<file path="config.mk">
export PLATFORM = sky130hd
export DESIGN_NAME = robo_motion_scheduler
export DESIGN_NICKNAME = d
export VERILOG_FILES = /design/src/rtl/robo_pkg.sv /design/src/rtl/robo_step_prescaler.sv /design/src/rtl/robo_motion_scheduler.sv
export SDC_FILE = /design/constraint.sdc
export NUM_CORES = 1
export LEC_CHECK = 0
export CORE_MARGIN = 3
export CORE_UTILIZATION = 60
export CTS_CLUSTER_DIAMETER = 100
export DETAILED_ROUTE_END_ITERATION = 12
export PLACE_DENSITY_LB_ADDON = 0.08
export SETUP_SLACK_MARGIN = 0.02
export SYNTH_ARGS = -nofsm -noshare
export SYNTH_HDL_FRONTEND = slang
export SYNTH_SLANG_ARGS = --single-unit
</file>
<file path="constraint.sdc">
create_clock -name clock -period 3.8 [get_ports clock]
set_input_delay 0.38 -clock clock [delete_from_list [all_inputs] [get_ports clock]]
set_output_delay 0.38 -clock clock [all_outputs]
set_load 0.1 [all_outputs]
</file>
<file path="src/rtl/robo_pkg.sv">
// Shared types for the motion scheduler: FSM state encoding and command-type constants.
package robo_pkg;

  typedef enum logic [1:0] {
    ST_IDLE    = 2'd0,
    ST_ADVANCE = 2'd1,
    ST_TURN    = 2'd2,
    ST_SETTLE  = 2'd3
  } robo_state_e;

  localparam logic CMD_ADVANCE = 1'b0;
  localparam logic CMD_ROTATE  = 1'b1;

endpackage

</file>
<file path="src/rtl/robo_step_prescaler.sv">
// Step-rate prescaler: counts 0..DIV-1 while enabled, tick marks the last count.
module robo_step_prescaler #(
  parameter int DIV = 2
) (
  input  logic clock,
  input  logic reset,
  input  logic clear,
  input  logic enable,
  output logic tick
);

  logic [7:0] cnt_q;

  assign tick = (cnt_q == 8'(DIV - 1));

  always_ff @(posedge clock or posedge reset) begin
    if (reset) begin
      cnt_q <= 8'd0;
    end else if (clear) begin
      cnt_q <= 8'd0;
    end else if (enable) begin
      cnt_q <= tick ? 8'd0 : cnt_q + 8'd1;
    end
  end

endmodule

</file>
<file path="src/rtl/robo_motion_scheduler.sv">
// Motion scheduler: turns advance/rotate commands into timed step pulses with a
// settle window, aborting an advance when the front sensor trips.
//
// state      | meaning
// -----------+------------------------------------------------------------
// ST_IDLE    | ready for a command, motors off
// ST_ADVANCE | forward drive on, stepping; head aborts to ST_SETTLE
// ST_TURN    | rotate drive on, stepping; head ignored
// ST_SETTLE  | motors off for SETTLE_CYC cycles, done in the last one
module robo_motion_scheduler
  import robo_pkg::*;
#(
  parameter int FWD_STEPS  = 4,
  parameter int TURN_STEPS = 8,
  parameter int DIV        = 2,
  parameter int SETTLE_CYC = 2
) (
  input  logic       clock,
  input  logic       reset,
  input  logic       cmd_valid,
  input  logic       cmd_turn,
  output logic       cmd_ready,
  input  logic       head,
  output logic       motor_fwd,
  output logic       motor_rot,
  output logic       step_pulse,
  output logic       done,
  output logic       abort,
  output logic [7:0] step_count
);

  robo_state_e state_q, state_d;
  logic [7:0]  remaining_q;
  logic [7:0]  settle_q;
  logic        tick;
  logic        accept;

  assign accept = cmd_valid && cmd_ready;

  robo_step_prescaler #(.DIV(DIV)) u_prescaler (
    .clock  (clock),
    .reset  (reset),
    .clear  (accept),
    .enable (motor_fwd || motor_rot),
    .tick   (tick)
  );

  always_comb begin
    state_d    = state_q;
    cmd_ready  = 1'b0;
    motor_fwd  = 1'b0;
    motor_rot  = 1'b0;
    step_pulse = 1'b0;
    done       = 1'b0;
    abort      = 1'b0;
    case (state_q)
      ST_IDLE: begin
        cmd_ready = 1'b1;
        if (cmd_valid) state_d = (cmd_turn == CMD_ROTATE) ? ST_TURN : ST_ADVANCE;
      end
      ST_ADVANCE: begin
        motor_fwd = 1'b1;
        // The obstacle wins over a coincident step.
        if (head) begin
          abort   = 1'b1;
          state_d = ST_SETTLE;
        end else if (tick) begin
          step_pulse = 1'b1;
          if (remaining_q == 8'd1) state_d = ST_SETTLE;
        end
      end
      ST_TURN: begin
        motor_rot = 1'b1;
        if (tick) begin
          step_pulse = 1'b1;
          if (remaining_q == 8'd1) state_d = ST_SETTLE;
        end
      end
      ST_SETTLE: begin
        if (settle_q == 8'd0) begin
          done    = 1'b1;
          state_d = ST_IDLE;
        end
      end
      default: state_d = ST_IDLE;
    endcase
  end

  always_ff @(posedge clock or posedge reset) begin
    if (reset) begin
      state_q     <= ST_IDLE;
      remaining_q <= 8'd0;
      settle_q    <= 8'd0;
      step_count  <= 8'd0;
    end else begin
      state_q <= state_d;
      if (accept) begin
        remaining_q <= (cmd_turn == CMD_ROTATE) ? 8'(TURN_STEPS) : 8'(FWD_STEPS);
        step_count  <= 8'd0;
      end else if (step_pulse) begin
        remaining_q <= remaining_q - 8'd1;
        if (step_count != 8'hFF) step_count <= step_count + 8'd1;
      end
      // Settle timer loads on entry and counts down to its terminal zero.
      if (state_q != ST_SETTLE && state_d == ST_SETTLE) begin
        settle_q <= 8'(SETTLE_CYC - 1);
      end else if (state_q == ST_SETTLE && settle_q != 8'd0) begin
        settle_q <= settle_q - 8'd1;
      end
    end
  end

endmodule

</file>
# [After elaboration in Yosys (flattened, before gate mapping)]
# Cells that the tools add are included.
[classes] addsub=4 n_eq_ne=8 mux=28 n_reduce_logical=12
[ops] cell="8-bit 2-to-1 mux" count=10
[ops] cell="8-bit by 1-bit adder with 8-bit output, second input constant" count=2
[ops] cell="8-bit by 1-bit equality test with 1-bit output, second input constant" count=2
[ops] cell="8-bit by 1-bit subtractor with 8-bit output, second input constant" count=2
[ops] cell="2-bit 2-to-1 mux" count=6
[ops] cell="1-bit 2-to-1 mux" count=9
[ops] cell="8-bit logical NOT" count=1
[ops] cell="8-bit != test, second input constant" count=1
[ops] cell="2-bit case mux with 4 select lines" count=1
[ops] cell="2-bit nonzero test" count=4
[ops] cell="8-bit nonzero test" count=1
[ops] cell="2-bit equality test, second input constant" count=3
[ops] cell="4-bit 2-to-1 mux" count=1
[ops] cell="1-bit logical AND" count=3
[ops] cell="2-bit by 1-bit equality test with 1-bit output, second input constant" count=1
[ops] cell="2-bit logical NOT" count=1
[ops] cell="2-bit != test, second input constant" count=1
[ops] cell="1-bit case mux with 2 select lines" count=1
[ops] cell="2-bit AND reduction" count=1
[ops] cell="1-bit logical OR" count=1
[totals] regBits=34 input_bits=5 out_inout_bits=14 wordCells=57

# [Logic depth before layout (Yosys ltp)]
[logic_depth] depth_word=8 ltp_mapped=8 depth_no_buf=8

# [By module]
# A second synthesis with hierarchy kept.
[unflattened] cells_unflattened=202 hier_area_um2=1968.1
[by_module_without_submodules] module="robo_motion_scheduler" n_inst=1 cells_per_inst=156 area_each_um2=1524.0 seq_area_each_um2=650.6
[by_module_without_submodules] module="robo_step_prescaler" n_inst=1 cells_per_inst=46 area_each_um2=444.2 seq_area_each_um2=200.2

# [Worst setup path after synthesis]
# OpenSTA, ideal clock, no wires.
[synth_path] path_type="register to register" from="register state_q[1]" to="register remaining_q[2]" setup_ns=0.119 arrival_time_ns=2.592 t_required_ns=3.681 slack_ns=1.089 path_stages_with_launch=9 n_path_buf=0 cell_sequence="dfrtp_1 -> inv_1 -> ha_1 -> nor2b_1 -> o2111ai_1 -> inv_2 -> nand2_1 -> xnor2_1 -> o21a_1"
[synth_rtl] item="start: declaration" line_no="robo_motion_scheduler.sv:32" source="robo_state_e state_q, state_d;"
[synth_rtl] item="start signal: assignment" line_no="robo_motion_scheduler.sv:96" source="state_q <= state_d;"
[synth_rtl] item="2-bit equality test or 2-bit by 1-bit equality test with 1-bit output (tied branches)" line_no="robo_motion_scheduler.sv:56" source="case (state_q)"
[synth_rtl] item="1-bit case mux with 2 select lines *" line_no="robo_motion_scheduler.sv:56"
[synth_rtl] item="via step_pulse" line_no="robo_motion_scheduler.sv:26" source="output logic step_pulse,"
[synth_rtl] item="2-bit nonzero test (no source line) *"
[synth_rtl] item="end signal: assignment" line_no="robo_motion_scheduler.sv:98" source="remaining_q <= (cmd_turn == CMD_ROTATE) ? 8'(TURN_STEPS) : 8'(FWD_STEPS);"
[synth_rtl] item="end signal: assignment" line_no="robo_motion_scheduler.sv:101" source="remaining_q <= remaining_q - 8'd1;"
[synth_rtl] item="end: declaration" line_no="robo_motion_scheduler.sv:33" source="logic [7:0] remaining_q;"
# Mark *: on every way through the listed nets, which the timed path passes. The rest lies on a longest branch.
# A chain may end at the register's enable or synchronous reset.

# [Worst setup path after layout]
[layout_path] from="register state_q[1]" to="output step_pulse"
[layout_via] elab_chain_len=2
[layout_lines] item="2-bit equality test or 2-bit by 1-bit equality test with 1-bit output (tied branches)" line_no="robo_motion_scheduler.sv:56"
[layout_lines] item="1-bit case mux with 2 select lines *" line_no="robo_motion_scheduler.sv:56"
[layout_lines] item="end: declaration" line_no="robo_motion_scheduler.sv:26"
# Every way passes the cells marked *; elsewhere a longest branch is shown, timed or not.

==> metrics.md <==
| Metric | Value |
|---|---|
| Outcome | complete, no violations |
| H-tree depth | 2 |
| Die area | 3940 µm² |
| GRT overflow | 0 |
| Pwr/cell area | between 700 and 800 nW/µm² |
| TritonRoute pass-1 iters | 4 |
| Row cnt | 19 |
| Total negative setup slack | 0 ns |
| Cell Int Power | 850 µW |
| Drt total wl | between 3000 and 4000 µm |
| Critical path class | flop to output port |
| First-pass GRT wire length | 6970 µm |
| Starting density of the core | between 60% and 70% |
| Fin nets | ~240 |
| Largest net degree at the start of global routing | 35 |
| Synthesized Nets | 222 |
| Post-route setup slack | between 0.9 and 1 ns |
| Commonest non-fill, non-tap cells in the layout | dfrtp_1 (34), nor2_1 (33), nand2_1 (20), clkdlybuf4s50_1 (16), xor2_1 (12) |
| CTS sink cnt | 34 |
| Rel. slew slack | between 30% and 40% |
| Initial antenna violation count | 0 |
| Cell Area, Synth | slightly below 2000 µm² |
| GP Congestion | around 0.9 |
| CTS tree | yes |
| Post-cts resize count | 0 |
| Vias per cell | between 5 and 6 |
| DR vias | around 1500 |
| Number of distinct library cells after synthesis | around 40 |
| Chip width | approximately 63 µm |
| GRT Overall Usage | between 20 and 25% |
| Synth warnings | 0 |
| Fin crit period | between 2 and 3 ns |
| Fin Clk Skew | between 0.01 and 0.015 ns |
| Mapped Avg Cell Area | slightly above 9 µm² |
| Synth Register Bits | 34 |
| Async SR Flop Fraction | 100% |
| Final worst path period share | 75.4% |
| Seq/Total Area, Yosys | between 40% and 50% |
| Clock Pin Slew Worst Setup and Hold Paths | approximately 0.11 ns |
| Detail Route Antenna Nets | 0 |
| Final hold vios | 0 |
| Psw | 867 µW |
| Remaining DRCs | 0 |
| Crit-path max FO | 12 |
| Post-synth EDFFs | 0 |
| Post-CTS Setup Bufs | 0 |
| CP Capture Type | output port |
| N_diodes | 0 |
| WL per Instance | 14.1 µm |
| Most common cell after layout, fill and taps aside | dfrtp_1 |
| Hold_buf cts | 0 |
| Req. time, crit path | between 3 and 4 ns |
| Vias in the first global route | about 1600 |
| Max Freq | roughly 350 MHz |
| RSZ-0062 raised after global routing | no |
| Port Buffers | 18 |
| Core Util, Final | 75.8% |
| Area grow syn2layout | 13.7% |
| Number of buffers created by CTS | 5 |
| Slew @ Worst Pin | roughly 1 ns |
| Syn Inst Count | 207 |
| Setup WS pre-CTS | around 1.3 ns |
| Power share of the combinational group | between 50% and 60% |
| Clk root buf | clkbuf_4 |
| Switching share of total power | 50.5% |
| Max-Cap Viols | 0 |
| Worst IR drop on VDD | 626 µV |
| DRT iter0 DRCs | 98 |
| Slowest stage cell, crit path | o2111ai_1 |
| Worst min path class | primary input to asynchronous set/reset pin |
| Core area | roughly 2900 µm² |
| P_leak | a little under 0.001 µW |
| Worst setup SP type | flop |
| Hpwl dp | around 2800 µm |
| Register share of total power | 34.5% |
| Max-slew violations | 0 |
| Finish-stage setup viols | 0 |
| Ratio of cells with drive above 1 in the final layout | about 6.1% |
| Clk Latency, worst-skew pair | 0.33 ns |
| Max stage delay on crit path | a little over 0.7 ns |
| IO Count | 19 |
| Die height | between 60 and 70 µm |
| Clock share of power | between 10% and 20% |
| Cells along the critical path | inv_1 -> ha_1 -> nor2b_1 -> o2111ai_1 -> inv_2 -> buf_4 |
| Clock Path Buffers | 2 |
| Data arrival time of the critical path | ~2.5 ns |
| Top FF cell, synth | dfrtp_1 |
-- logic make-up (layout without fill, tap and decap cells) --
group	Yosys count	after routing	synth area share, %
adder cells (fa/ha/maj)	10	10	6.47
XOR/XNOR	23	23	10.4
AO/OA/AOI/OAI	24	24	8.86
AND/OR/NAND/NOR	101	101	27.4
flip-flops	34	34	44.0
buffers and inverters	15	37	2.91
-- routing by layer --
layer | track usage (%) | vias up | wire (µm)
met5 | 0 | - | 0
met1 | 25.7 | 731 | 1670
met2 | 37.8 | 31 | 1950
met4 | 10.5 | 0 | 102
li1 | - | 756 | -
met3 | 4.50 | 10 | 107
-- metrics by stage --
stage               total power (µW)  cell area [µm²]  std cells  hold slack [ns]
CTS                             1730             2200        271            0.439
finish                          1720             2200        271            0.426
detailed placement              1540             2150        264            0.550
floorplan                       1330             1930        207            0.465
global placement                1490             2150        264            0.524
global route                    1870             2200        271            0.455
-- final timing paths --
check / start / cells after the start / slack (ns) / endpoint
setup / recovery: state_q[1] / 6 / 0.93 / step_pulse
hold / removal: reset / 3 / 0.43 / state_q[1]
setup reg to reg: state_q[1] / 8 / 1.39 / remaining_q[3]
hold reg to reg: u_prescaler.cnt_q[1] / 2 / 0.57 / u_prescaler.cnt_q[1]
max in group asynchronous: reset / 3 / 3.06 / u_prescaler.cnt_q[0]
min in group clock: u_prescaler.cnt_q[1] / 2 / 0.57 / u_prescaler.cnt_q[1]
-- cell usage after synthesis, types with 2 or more instances --
| cell type | count | area [µm²] |
|---|---|---|
| nand4_1 | 4 | 25.0 |
| a21oi_1 | 7 | 35.0 |
| nand2b_1 | 2 | 12.5 |
| or3_1 | 3 | 18.8 |
| clkbuf_1 | 4 | 15.0 |
| and2_1 | 5 | 31.3 |
| a21boi_1 | 2 | 15.0 |
| xor2_1 | 12 | 105 |
| nand2_1 | 20 | 75.1 |
| o41ai_1 | 2 | 17.5 |
| nand3_1 | 5 | 25.0 |
| inv_1 | 10 | 37.5 |
| nor3_1 | 10 | 50.1 |
| a211oi_1 | 2 | 15.0 |
| o21ai_0 | 4 | 20.0 |
| xnor2_1 | 11 | 96.3 |
| nor2b_1 | 2 | 12.5 |
| nor2_1 | 33 | 124 |
| nor4_1 | 3 | 18.8 |
| and3_1 | 2 | 12.5 |
| dfrtp_1 | 34 | 851 |
| ha_1 | 10 | 125 |
| or4_1 | 2 | 15.0 |
-- worst max-delay path, delay by kind of cell, from the launching register on --
| kind | cells | cell delay (ns) |
|---|---|---|
| adders and majority gates | 1 | 0.25 |
| DFF | 1 | 0.43 |
| AOI/OAI and AO/OA | 1 | 0.72 |
| buffers and inverters | 3 | 0.59 |
| and+or+nand+nor | 1 | 0.15 |
-- state kept, by name, summed over array words and instances (netlist names) --
register / cells
remaining_q: 8
step_count: 8
u_prescaler.cnt_q: 8
settle_q: 8
state_q: 2
-- final cells by class --
class | instances | area [µm²]
multi-input combinational | 158 | 1030
sequential | 34 | 851
fill | 230 | 701
timing repair buffer | 19 | 183
tap | 42 | 52.6
clock buffer | 7 | 45.0
inverter | 11 | 41.3
-- power by group through the flow --
stage	combinational (µW)	clock [µW]	sequential [µW]
after floorplan	710	0	625
after global placement	904	0	586
after detailed placement	943	0	597
after CTS	949	188	590
after global routing	1050	208	610
final	942	183	592
Note: power is estimated with default switching activity, not from simulation.
